==> src/rtl/mapper_pkg.sv <==
// Shared definitions for the 2600 cartridge mappers: settle FSM states,
// address-bus widths and the mapper identifiers used by the cart2600 mux.
package mapper_pkg;

    localparam int MAPPER_ROM_AW = 19;
    localparam int MAPPER_RAM_AW = 14;

    typedef enum logic [1:0] {
        ST_IDLE   = 2'd0,
        ST_SETTLE = 2'd1,
        ST_HOLD   = 2'd2
    } settle_state_t;

    localparam logic [7:0] BANKF8 = 8'h01;
    localparam logic [7:0] BANKF6 = 8'h02;
    localparam logic [7:0] BANKF4 = 8'h03;
    localparam logic [7:0] BANKEF = 8'h04;

    // Mapper ID for a hotspot mapper with 2^bank_bits banks of 4 KB.
    function automatic logic [7:0] hotspot_mapper_id(input int bank_bits);
        case (bank_bits)
            1:       return BANKF8;
            2:       return BANKF6;
            3:       return BANKF4;
            4:       return BANKEF;
            default: return 8'h00;
        endcase
    endfunction

endpackage

==> src/rtl/addr_settle_filter.sv <==
// Address-settle filter: emits a one-cycle commit once the cartridge address
// has been stable for SETTLE clocks after its last change.
module addr_settle_filter
    import mapper_pkg::*;
#(
    parameter int SETTLE = 2
) (
    input  logic clk,
    input  logic reset,
    input  logic a_change,
    input  logic a12,
    output logic commit
);

    localparam logic [3:0] SETTLE_CNT = 4'(SETTLE);

    settle_state_t state;
    logic [3:0]    cnt;

    // NOTE: sequential state uses non-blocking assignments only, so every
    // register samples the pre-edge values regardless of statement order.
    always_ff @(posedge clk or posedge reset) begin
        if (reset) begin
            state <= ST_IDLE;
            cnt   <= 4'd0;
        end else if (a_change) begin
            // Any address movement restarts the settle window.
            state <= ST_SETTLE;
            cnt   <= 4'd0;
        end else begin
            unique case (state)
                ST_SETTLE: begin
                    if (cnt == SETTLE_CNT) begin
                        state <= a12 ? ST_HOLD : ST_IDLE;
                    end else begin
                        cnt <= cnt + 4'd1;
                    end
                end
                ST_IDLE, ST_HOLD: begin
                    state <= state;
                end
                default: begin
                    state <= ST_IDLE;
                end
            endcase
        end
    end

    // The commit edge is the one that leaves SETTLE with the count complete.
    assign commit = (state == ST_SETTLE) && (cnt == SETTLE_CNT) && !a_change;

endmodule

==> src/rtl/mapper_hotspot_generic.sv <==
// Hotspot bank-switching mapper (F8/F6/F4/EF) with optional Superchip RAM,
// gated by an address-settle filter so glitching addresses never commit.
module mapper_hotspot_generic
    import mapper_pkg::*;
#(
    parameter int          BANK_BITS  = 1,
    parameter logic [12:0] HOT_HI     = 13'h1FF9,
    parameter int          RESET_BANK = (1 << BANK_BITS) - 1,
    parameter int          RAM_BITS   = 7,
    parameter int          SETTLE     = 2
) (
    input  logic                     clk,
    input  logic                     reset,
    input  logic                     a_change,
    input  logic                     sc,
    input  logic [12:0]              a_in,
    input  logic [7:0]               d_in,
    output logic [7:0]               d_out,
    output logic [15:0]              flags_out,
    output logic [7:0]               oe,
    output logic                     ram_sel,
    output logic                     ram_rw,
    output logic [MAPPER_RAM_AW-1:0] ram_a,
    output logic [MAPPER_ROM_AW-1:0] rom_a,
    output logic [6:0]               bank
);

    localparam int          RAM_SIZE = 1 << RAM_BITS;
    localparam logic [12:0] HOT_LO   = HOT_HI - 13'((1 << BANK_BITS) - 1);
    localparam logic [11:0] WR_END   = 12'(RAM_SIZE);
    localparam logic [11:0] RD_END   = 12'(2 * RAM_SIZE);

    if (BANK_BITS < 1 || BANK_BITS > 7) begin : g_bad_bank_bits
        $error("mapper_hotspot_generic: BANK_BITS must be 1..7");
    end
    if (RAM_BITS != 7 && RAM_BITS != 8) begin : g_bad_ram_bits
        $error("mapper_hotspot_generic: RAM_BITS must be 7 or 8");
    end
    if (SETTLE < 0 || SETTLE > 15) begin : g_bad_settle
        $error("mapper_hotspot_generic: SETTLE must be 0..15");
    end
    if (!((int'(HOT_LO) >= 'h1000 + 2 * RAM_SIZE) || (int'(HOT_HI) < 'h1000))) begin : g_overlap
        $error("mapper_hotspot_generic: hotspot range overlaps the RAM windows");
    end

    logic                 a12;
    logic                 wr_win;
    logic                 rd_win;
    logic                 hot_hit;
    logic                 commit;
    logic [BANK_BITS-1:0] bank_q;
    logic                 unused_d;

    assign a12 = a_in[12];

    // Both RAM windows sit at the bottom of the 4 KB cartridge space.
    assign wr_win  = sc && a12 && (a_in[11:0] < WR_END);
    assign rd_win  = sc && a12 && (a_in[11:0] >= WR_END) && (a_in[11:0] < RD_END);
    assign hot_hit = (a_in >= HOT_LO) && (a_in <= HOT_HI);

    addr_settle_filter #(
        .SETTLE (SETTLE)
    ) u_settle (
        .clk      (clk),
        .reset    (reset),
        .a_change (a_change),
        .a12      (a12),
        .commit   (commit)
    );

    // Hotspots switch on reads and writes alike: the slot has no R/W line.
    always_ff @(posedge clk or posedge reset) begin
        if (reset) begin
            bank_q <= BANK_BITS'(RESET_BANK);
        end else if (commit && hot_hit) begin
            bank_q <= BANK_BITS'(a_in - HOT_LO);
        end
    end

    // The write strobe spans exactly the cycle that ends on the commit edge,
    // so the RAM captures d_in at that edge and an aborted commit never writes.
    assign ram_rw = !(commit && wr_win);

    assign ram_sel   = wr_win || rd_win;
    assign ram_a     = MAPPER_RAM_AW'(a_in[RAM_BITS-1:0]);
    assign oe        = (a12 && !wr_win) ? 8'hFF : 8'h00;
    assign rom_a     = MAPPER_ROM_AW'({bank_q, a_in[11:0]});
    assign bank      = 7'(bank_q);
    assign d_out     = 8'h00;
    assign flags_out = 16'h0000;

    // Write data reaches the shared RAM directly; the mapper never looks at it.
    assign unused_d = ^d_in;

endmodule

==> config.mk <==
export PLATFORM = sky130hd
export DESIGN_NAME = mapper_hotspot_generic
export DESIGN_NICKNAME = d
export VERILOG_FILES = /design/src/rtl/mapper_pkg.sv /design/src/rtl/addr_settle_filter.sv /design/src/rtl/mapper_hotspot_generic.sv
export SDC_FILE = /design/constraint.sdc
export NUM_CORES = 1
export LEC_CHECK = 0
export ABC_AREA = 1
export BUFFER_PORTS_ARGS = -buffer_cell sky130_fd_sc_hd__buf_2
export CAP_MARGIN = 20
export CORE_ASPECT_RATIO = 0.5
export CORE_UTILIZATION = 39
export CTS_CLUSTER_SIZE = 8
export DETAILED_ROUTE_END_ITERATION = 12
export PLACE_DENSITY = 0.86
export SLEW_MARGIN = 20
export SYNTH_ARGS = -nofsm -noshare
export SYNTH_HDL_FRONTEND = slang
export SYNTH_SLANG_ARGS = --single-unit
==> constraint.sdc <==
create_clock -name clk -period 2 [get_ports clk]
set_input_delay 0.4 -clock clk [delete_from_list [all_inputs] [get_ports clk]]
set_output_delay 0.4 -clock clk [all_outputs]
set_load 0.005 [all_outputs]
Word-level counts from Yosys, hierarchy flattened
Cells that the tools add are included.
- ROM bits: 0
- memories kept: 0
- bits in latches: 0
- word-level logic and storage cells: 43
- bits in registers: 7
- output and inout port bits: 74
- bits in writable memories: 0
- equal/unequal tests: 6
- multiply operators: 0
- bitwise gates (word level): 0
- shift operators: 0
- $add $sub $neg: 2
- multiplexer cells: 8
- divide/modulo/power cells: 0
- order comparisons: 5
- reductions and logical operators: 19
- operator list (kind ; number):
    $ge 13x13->1 const B ; 1
    $le 13x13->1 const B ; 1
    $ge 12x8->1 const B ; 1
    $lt 12x8->1 const B ; 1
    $lt 12x9->1 const B ; 1
    $mux 4 ; 3
    $logic_and 1x1->1 ; 10
    $mux 8 ; 1
    $mux 2 ; 3
    $add 4x1->4 const B ; 1
    $eq 4x2->1 const B ; 1
    $ne 2x2->1 const B ; 2
    $pmux 2 s2 ; 1
    $reduce_and 2->1 ; 2
    $logic_not 1->1 ; 3
    $ne 3x3->1 const B ; 1
    $eq 2x1->1 const B ; 1
    $eq 2x2->1 const B ; 1
    $logic_not 2->1 ; 1
    $reduce_bool 2->1 ; 1
    $reduce_or 2->1 ; 1
    $logic_or 1x1->1 ; 1
    $sub 1x1->1 const B ; 1

Logic depth before layout (Yosys ltp)
Gate-level depths: netlist of run 1.
- word-level depth: 5
- mapped depth: 8
- depth with buffers taken out: 8

Hierarchy
Synthesis of run 1 repeated with hierarchy kept, for this count alone.
- cell total of the unflattened synthesis: 154
- area, all modules: 1068.5 µm²
- by module, submodules not included (module ; cells each ; sequential area each (µm²) ; instances ; area each (µm²)):
    mapper_hotspot_generic ; 103 ; 26.3 ; 1 ; 709.4
    addr_settle_filter ; 51 ; 150.1 ; 1 ; 359.1

Worst setup path before layout of run 1
Ideal clock, no wire load.
- path kind: input-to-output
- start: input a_in[9]
- end: output oe[1]
- buffers on the path: 1
- stages on the path: 5
- arrival time: 1046 ps
- slack: 554 ps
- cell sequence: nor2_1 -> nand2_1 -> nor3_1 -> nor2_1 -> buf_4
- word-level cells in the longest chain between the ends: 5
- RTL lines (item ; line ; text):
    from (decl) ; mapper_hotspot_generic.sv:16 ; input logic [12:0] a_in,
    $lt 12x8->1 ; mapper_hotspot_generic.sv:57 ; assign wr_win = sc && a12 && (a_in[11:0] < WR_END);
    $logic_and 1x1->1 ; mapper_hotspot_generic.sv:57 ;
    $logic_not 1->1 ; mapper_hotspot_generic.sv:86 ; assign oe = (a12 && !wr_win) ? 8'hFF : 8'h00;
    $logic_and 1x1->1 ; mapper_hotspot_generic.sv:86 ;
    $mux 8 ; mapper_hotspot_generic.sv:86 ;
    to (decl) ; mapper_hotspot_generic.sv:20 ; output logic [7:0] oe,
Every way passes these cells.

Worst setup path after layout of run 1
- start: register u_settle.cnt[0]
- end: output ram_rw
- word-level cells in the longest chain between the ends: 5
- RTL lines (item ; line ; text):
    from (decl) ; addr_settle_filter.sv:18 ; logic [3:0] cnt;
    from (signal assigned) ; addr_settle_filter.sv:36 ; cnt <= cnt + 4'd1;
    $eq 4x2->1 ; addr_settle_filter.sv:50 ; assign commit = (state == ST_SETTLE) && (cnt == SETTLE_CNT) && !a_change;
    $logic_and 1x1->1 (2 in series) ; addr_settle_filter.sv:50 ;
    $logic_and 1x1->1 ; mapper_hotspot_generic.sv:82 ; assign ram_rw = !(commit && wr_win);
    $logic_not 1->1 ; mapper_hotspot_generic.sv:82 ;
    to (decl) ; mapper_hotspot_generic.sv:22 ; output logic ram_rw,
Every way passes these cells.

==> results of run 1 <==
metrics by stage:
stage	hold slack [ns]	utilization, %	area, um2	total power, W	worst slack [ns]
detailed placement	0.344	39.4	922	0.000430	0.349
floorplan	0.203	-	1180	0.000448	0.554
CTS	0.102	41.3	967	0.000630	0.287
global route	0.126	41.3	967	0.000673	0.197
global placement	0.342	39.4	922	0.000415	0.389
finish	0.0942	41.3	967	0.000624	0.306
metal layers:
metal  GRT usage, %  wire length, um
met1           7.58              533
met2           19.5              766
met3           3.42              155
met4           7.55               35
met5              0                0
cells in the mapped netlist (all sizes together):
master	instances	area, um2
a21oi	1	5.00
buf	71	533
clkinv	1	3.75
conb	1	3.75
dfrtp	6	150
dfstp	1	26.3
ha	2	25.0
inv	11	41.3
nand2	17	68.8
nand3	9	57.6
nor2	12	55.1
nor3	1	5.00
o21ai	3	15.0
o31ai	2	20.0
xnor2	1	8.76
power breakdown:
part,total [W],switching [W],internal [W]
Clock,0.000198,0.0000600,0.000138
Sequential,0.000208,0.0000361,0.000171
Combinational,0.000219,0.000134,0.0000855
state kept, by name (all words and copies together) (netlist names):
register and cells:
u_settle.cnt 4, u_settle.state 2, bank_q 1
area by class of cell:
cell class                 instances  area (um2)  area share [%]
multi-input combinational         91         422            43.6
inverter                          12        45.0            4.66
tap                               35        43.8            4.53
timing repair buffer              47         235            24.3
clock buffer                       4        45.0            4.66
sequential                         7         176            18.2
cells by family after synthesis:
group	count (synthesis)	share of synthesized area, %
AO/OA/AOI/OAI	6	3.93
buffers and inverters	83	56.8
AND/OR/NAND/NOR	39	18.3
other	1	0.368
XOR/XNOR	1	0.860
flip-flops	7	17.3
adder cells (fa/ha/maj)	2	2.46
path summary, 6_finish.rpt:
path                                 startpoint           endpoint  cells after the start
worst max-delay path            u_settle.cnt[0]             ram_rw                      6
worst min-delay path                      reset  u_settle.state[1]                      2
worst max register to register  u_settle.cnt[0]             bank_q                      8
worst min register to register  u_settle.cnt[3]    u_settle.cnt[3]                      1
max in group asynchronous                 reset             bank_q                      2
min in group clk                       a_change    u_settle.cnt[2]                      2
==> flow_summary.toml, run 1 <==
[critical_path]
crit_fanout = 5
critical_path_class = "register to output port"
arrival_ns = 1.29
cpMaxStageDelayCell = "dfrtp_1"
path_buf_inv = 2
r2r_slack_ns = 0.82
cp.required_ns = 1.60
critPathMaxStageDelay_ns = 0.41
path_cells = "inv_1 -> ha_1 -> nand2_2 -> nor2_4 -> nand2_1 -> buf_2"
cp-start-kind = "register"
end_kind = "output port"
crit_family = "flip-flops"

[floorplan]
num_rows = 12
core_region_area_mm2 = 0.00234
die_height_um = 38.1
ios = 99
fp.dieW_um = 74.3
initial_core_util_pct = 43.5
die-area_mm2 = 0.00283

[synth]
yosysWarnings = 0
synth_cells = 139
ys_seq_elements = 7
synth_cell_types = 22
mappedNetlistArea_mm2 = 0.00102
syn_area_per_cell_um2 = 7.33
ys_seq_area_share_pct = 17.3

[drt]
first_pass_iters = 4
drt-vias-per-instance = 3.65
wl_per_cell_um = 7.60
drc = 0
drt_iter0_markers = 12
drt-total-wl_um = 1490
ant_nets = 0
num_vias = 715

[timing]
fmax_ghz = 0.590
slew_violations = 0
skew_ns = 0.00387
period_needed_ns = 1.69
final-hold-violation-count = 0
finalSetupTns_ns = 0
setup_viol = 0
grt_setup_unrepaired = "false"
post-route-period-util_pct = 84.7

[clock_network]
cts_hold_buf = 0
cts_buffer_depth = 2
root_buffer = "clkbuf_8"
htreeDepth = 1
clk_pin_slew_ns = 0.04
cts_buffers = 3
cts_setup_buffers = 0
cts_tree = "done"
post_cts_resize_count = 0
cts_sinks = 7
insertion_delay_ns = 0.23

[global_routing]
grt_max_degree = 9
grt-ovfl-total = 0
antenna_found_initial = 0
grt_pass1_wl_um = 1900
gr-usage-all-layers_pct = 9.53
grt_pass1_vias = 516

[final_layout]
antenna_cells = 0
drive_above_1_share_pct = 36.0
layout.cells.non_filler = 196
final_nets = 189
final_common_cell = "buf_2"
final_cell_mix = "buf_2 (47), conb_1 (43), nand2_1 (15)"
area_delta_synth_final_pct = -5.04
fill_cells = 254

[worst_hold_path]
hold_path.class = "primary input to async pin"

[status]
status = "finished, final reports clean"

[placed_design]
place_congestion = 0.732
portBuffers = 47
dp_hpwl_um = 1310
dp_cells = 192

[flow_run]
drv_cap = 0

[pwr]
power_density_mw_per_mm2 = 646
ir_drop_mv = 0.321
power.leakage_nw = 0.592
(Power assumes the default switching activity.)
==> run 2, diff against run 1 <==
--- a/config.mk
+++ b/config.mk
@@ -9,10 +9,10 @@
 export BUFFER_PORTS_ARGS = -buffer_cell sky130_fd_sc_hd__buf_2
 export CAP_MARGIN = 20
 export CORE_ASPECT_RATIO = 0.5
-export CORE_UTILIZATION = 39
+export CORE_UTILIZATION = 36
 export CTS_CLUSTER_SIZE = 8
 export DETAILED_ROUTE_END_ITERATION = 12
-export PLACE_DENSITY = 0.86
+export PLACE_DENSITY = 0.8
 export SLEW_MARGIN = 20
 export SYNTH_ARGS = -nofsm -noshare
 export SYNTH_HDL_FRONTEND = slang
==> constraint.sdc (replaced) <==
create_clock -name clk -period 1.72 [get_ports clk]
set_input_delay 0.344 -clock clk [delete_from_list [all_inputs] [get_ports clk]]
set_output_delay 0.344 -clock clk [all_outputs]
set_load 0.005 [all_outputs]
==> flow_summary.toml, run 2 (same netlist as run 1, synthesis figures left out) <==
[final_layout]
final_nets = 189
area_delta_synth_final_pct = -4.79
final_common_cell = "buf_2"
fill_cells = 293
largest_reg_flops = 4
largestRegisters = "u_settle.cnt (4), u_settle.state (2), bank_q (1)"
regMostFlops = "u_settle.cnt"
antenna_cells = 0
multi_input_area_um2 = 422
register_area_um2 = 176
fin_area_um2 = 970
final_cell_mix = "buf_2 (47), conb_1 (43), nand2_1 (15)"
drive_above_1_share_pct = 36.0

[placed_design]
post_dp_cell_area_um2 = 925
dp_hpwl_um = 1230
dp_slack_ns = 0.269
portBuffers = 47
place_congestion = 0.696

[clock_network]
root_buffer = "clkbuf_8"
cts_sinks = 7
insertion_delay_ns = 0.23
cts_buffers = 3
cts_tree = "done"
htreeDepth = 1
cts_buffer_depth = 2
cts_setup_buffers = 0
post_cts_resize_count = 0
cts_hold_buf = 0
clk_pin_slew_ns = 0.04

[critical_path]
arrival_ns = 1.29
r2r_start = "u_settle.cnt[0]"
critical_path_class = "register to output port"
crit_fanout = 5
crit_family = "flip-flops"
cpMaxStageDelayCell = "dfrtp_1"
path_cells = "inv_1 -> ha_1 -> nand2_2 -> nor2_4 -> nand2_1 -> buf_2"
timing.rr.end = "bank_q"
crit_cells = 6
r2r_cells = 8
end_kind = "output port"
cp.required_ns = 1.38
cp-start-kind = "register"
path_buf_inv = 2
critPathMaxStageDelay_ns = 0.41
r2r_slack_ns = 0.56

[status]
status = "finished, final reports clean"

[timing]
grt_setup_unrepaired = "false"
skew_ns = 0.00258
fmax_ghz = 0.614
post-route-period-util_pct = 94.7
period_needed_ns = 1.63
slew_violations = 0
setup_viol = 0
final-hold-violation-count = 0
setup_ws_ns = 0.0910
finalSetupTns_ns = 0

[drt]
first_pass_iters = 4
num_vias = 711
wl_met2_um = 730
drt_iter0_markers = 24
drt-total-wl_um = 1430
wl_per_cell_um = 7.21
drc = 0
drt-vias-per-instance = 3.59
m1WireLength_um = 548
ant_nets = 0
wl_met3_um = 123
dr.max_layer_used = "met4"

[floorplan]
die-area_mm2 = 0.00306
num_rows = 13
ios = 99
core_region_area_mm2 = 0.00264
fp.dieW_um = 77.2
initial_core_util_pct = 38.7
die_height_um = 39.6

[global_routing]
grt_max_degree = 9
grt_pass1_vias = 517
gr-usage-all-layers_pct = 8.94
grt-ovfl-total = 0
grt_pass1_wl_um = 2060
antenna_found_initial = 0

[pwr]
p_total_w = 0.000725
power.switching_w = 0.000267
ir_drop_mv = 0.251
seq_power_share_pct = 33.2
clockPowerShare_pct = 32.2
power.leakage_nw = 0.592
p_sw_share_pct = 36.8
intPower_w = 0.000458
combPwrFrac_pct = 34.6
power_density_mw_per_mm2 = 748

[worst_hold_path]
hold_path.class = "primary input to async pin"

[flow_run]
drv_cap = 0
-- run 2: cell counts in the layout (fill, tap and decap cells not counted) --
Identical to the previous run, type by type.
-- run 2: metrics by stage --
stage	std cells	util, %	hold WS (ns)
3_3_place_gp	194	35.1	0.280
5_1_grt	198	36.8	0.0753
2_1_floorplan	181	-	0.147
4_1_cts	198	36.8	0.0434
6_report	198	36.8	0.0417
3_5_place_dp	194	35.1	0.288
-- run 2: power by group through the flow --
stage	Combinational [W]	Sequential [W]	Clock, W
finish	0.000251	0.000241	0.000234
global placement	0.000241	0.000241	0
detailed placement	0.000253	0.000242	0
floorplan	0.000287	0.000235	0
CTS	0.000255	0.000240	0.000240
global route	0.000288	0.000245	0.000251
-- run 2: worst max-delay path by stage --
stage                                from      to  slack [ns]
after CTS                 u_settle.cnt[0]  ram_rw        0.06
after floorplan                   a_in[9]   oe[1]        0.39
after global placement            a_in[9]   oe[0]        0.28
final                     u_settle.cnt[0]  ram_rw        0.09
after global routing      u_settle.cnt[0]  ram_rw        0.01
after detailed placement          a_in[9]   oe[7]        0.27
-- run 2: layout make-up --
cell class | count | share of cell area [%]
repair buffers | 47 | 24.3
flip-flops and latches | 7 | 18.2
multi-input cells | 91 | 43.5
clock buffers | 4 | 4.65
well taps | 37 | 4.77
inverters | 12 | 4.65
-- run 2: metal layers --
| layer | vias to the layer above | track usage (%) |
|---|---|---|
| li1 | 354 | - |
| met1 | 311 | 8.03 |
| met2 | 43 | 19.2 |
| met3 | 3 | 2.33 |
| met4 | 0 | 5.66 |
| met5 | - | 0 |
-- run 2: worst register-to-register path: stages, from the launching register on --
cell     delay [ns]
dfrtp_1        0.41
inv_1          0.08
ha_1           0.16
nand2_2        0.09
nor2_4         0.13
nand3_1        0.08
nand2_1        0.06
nand2_1        0.04
inv_1          0.05
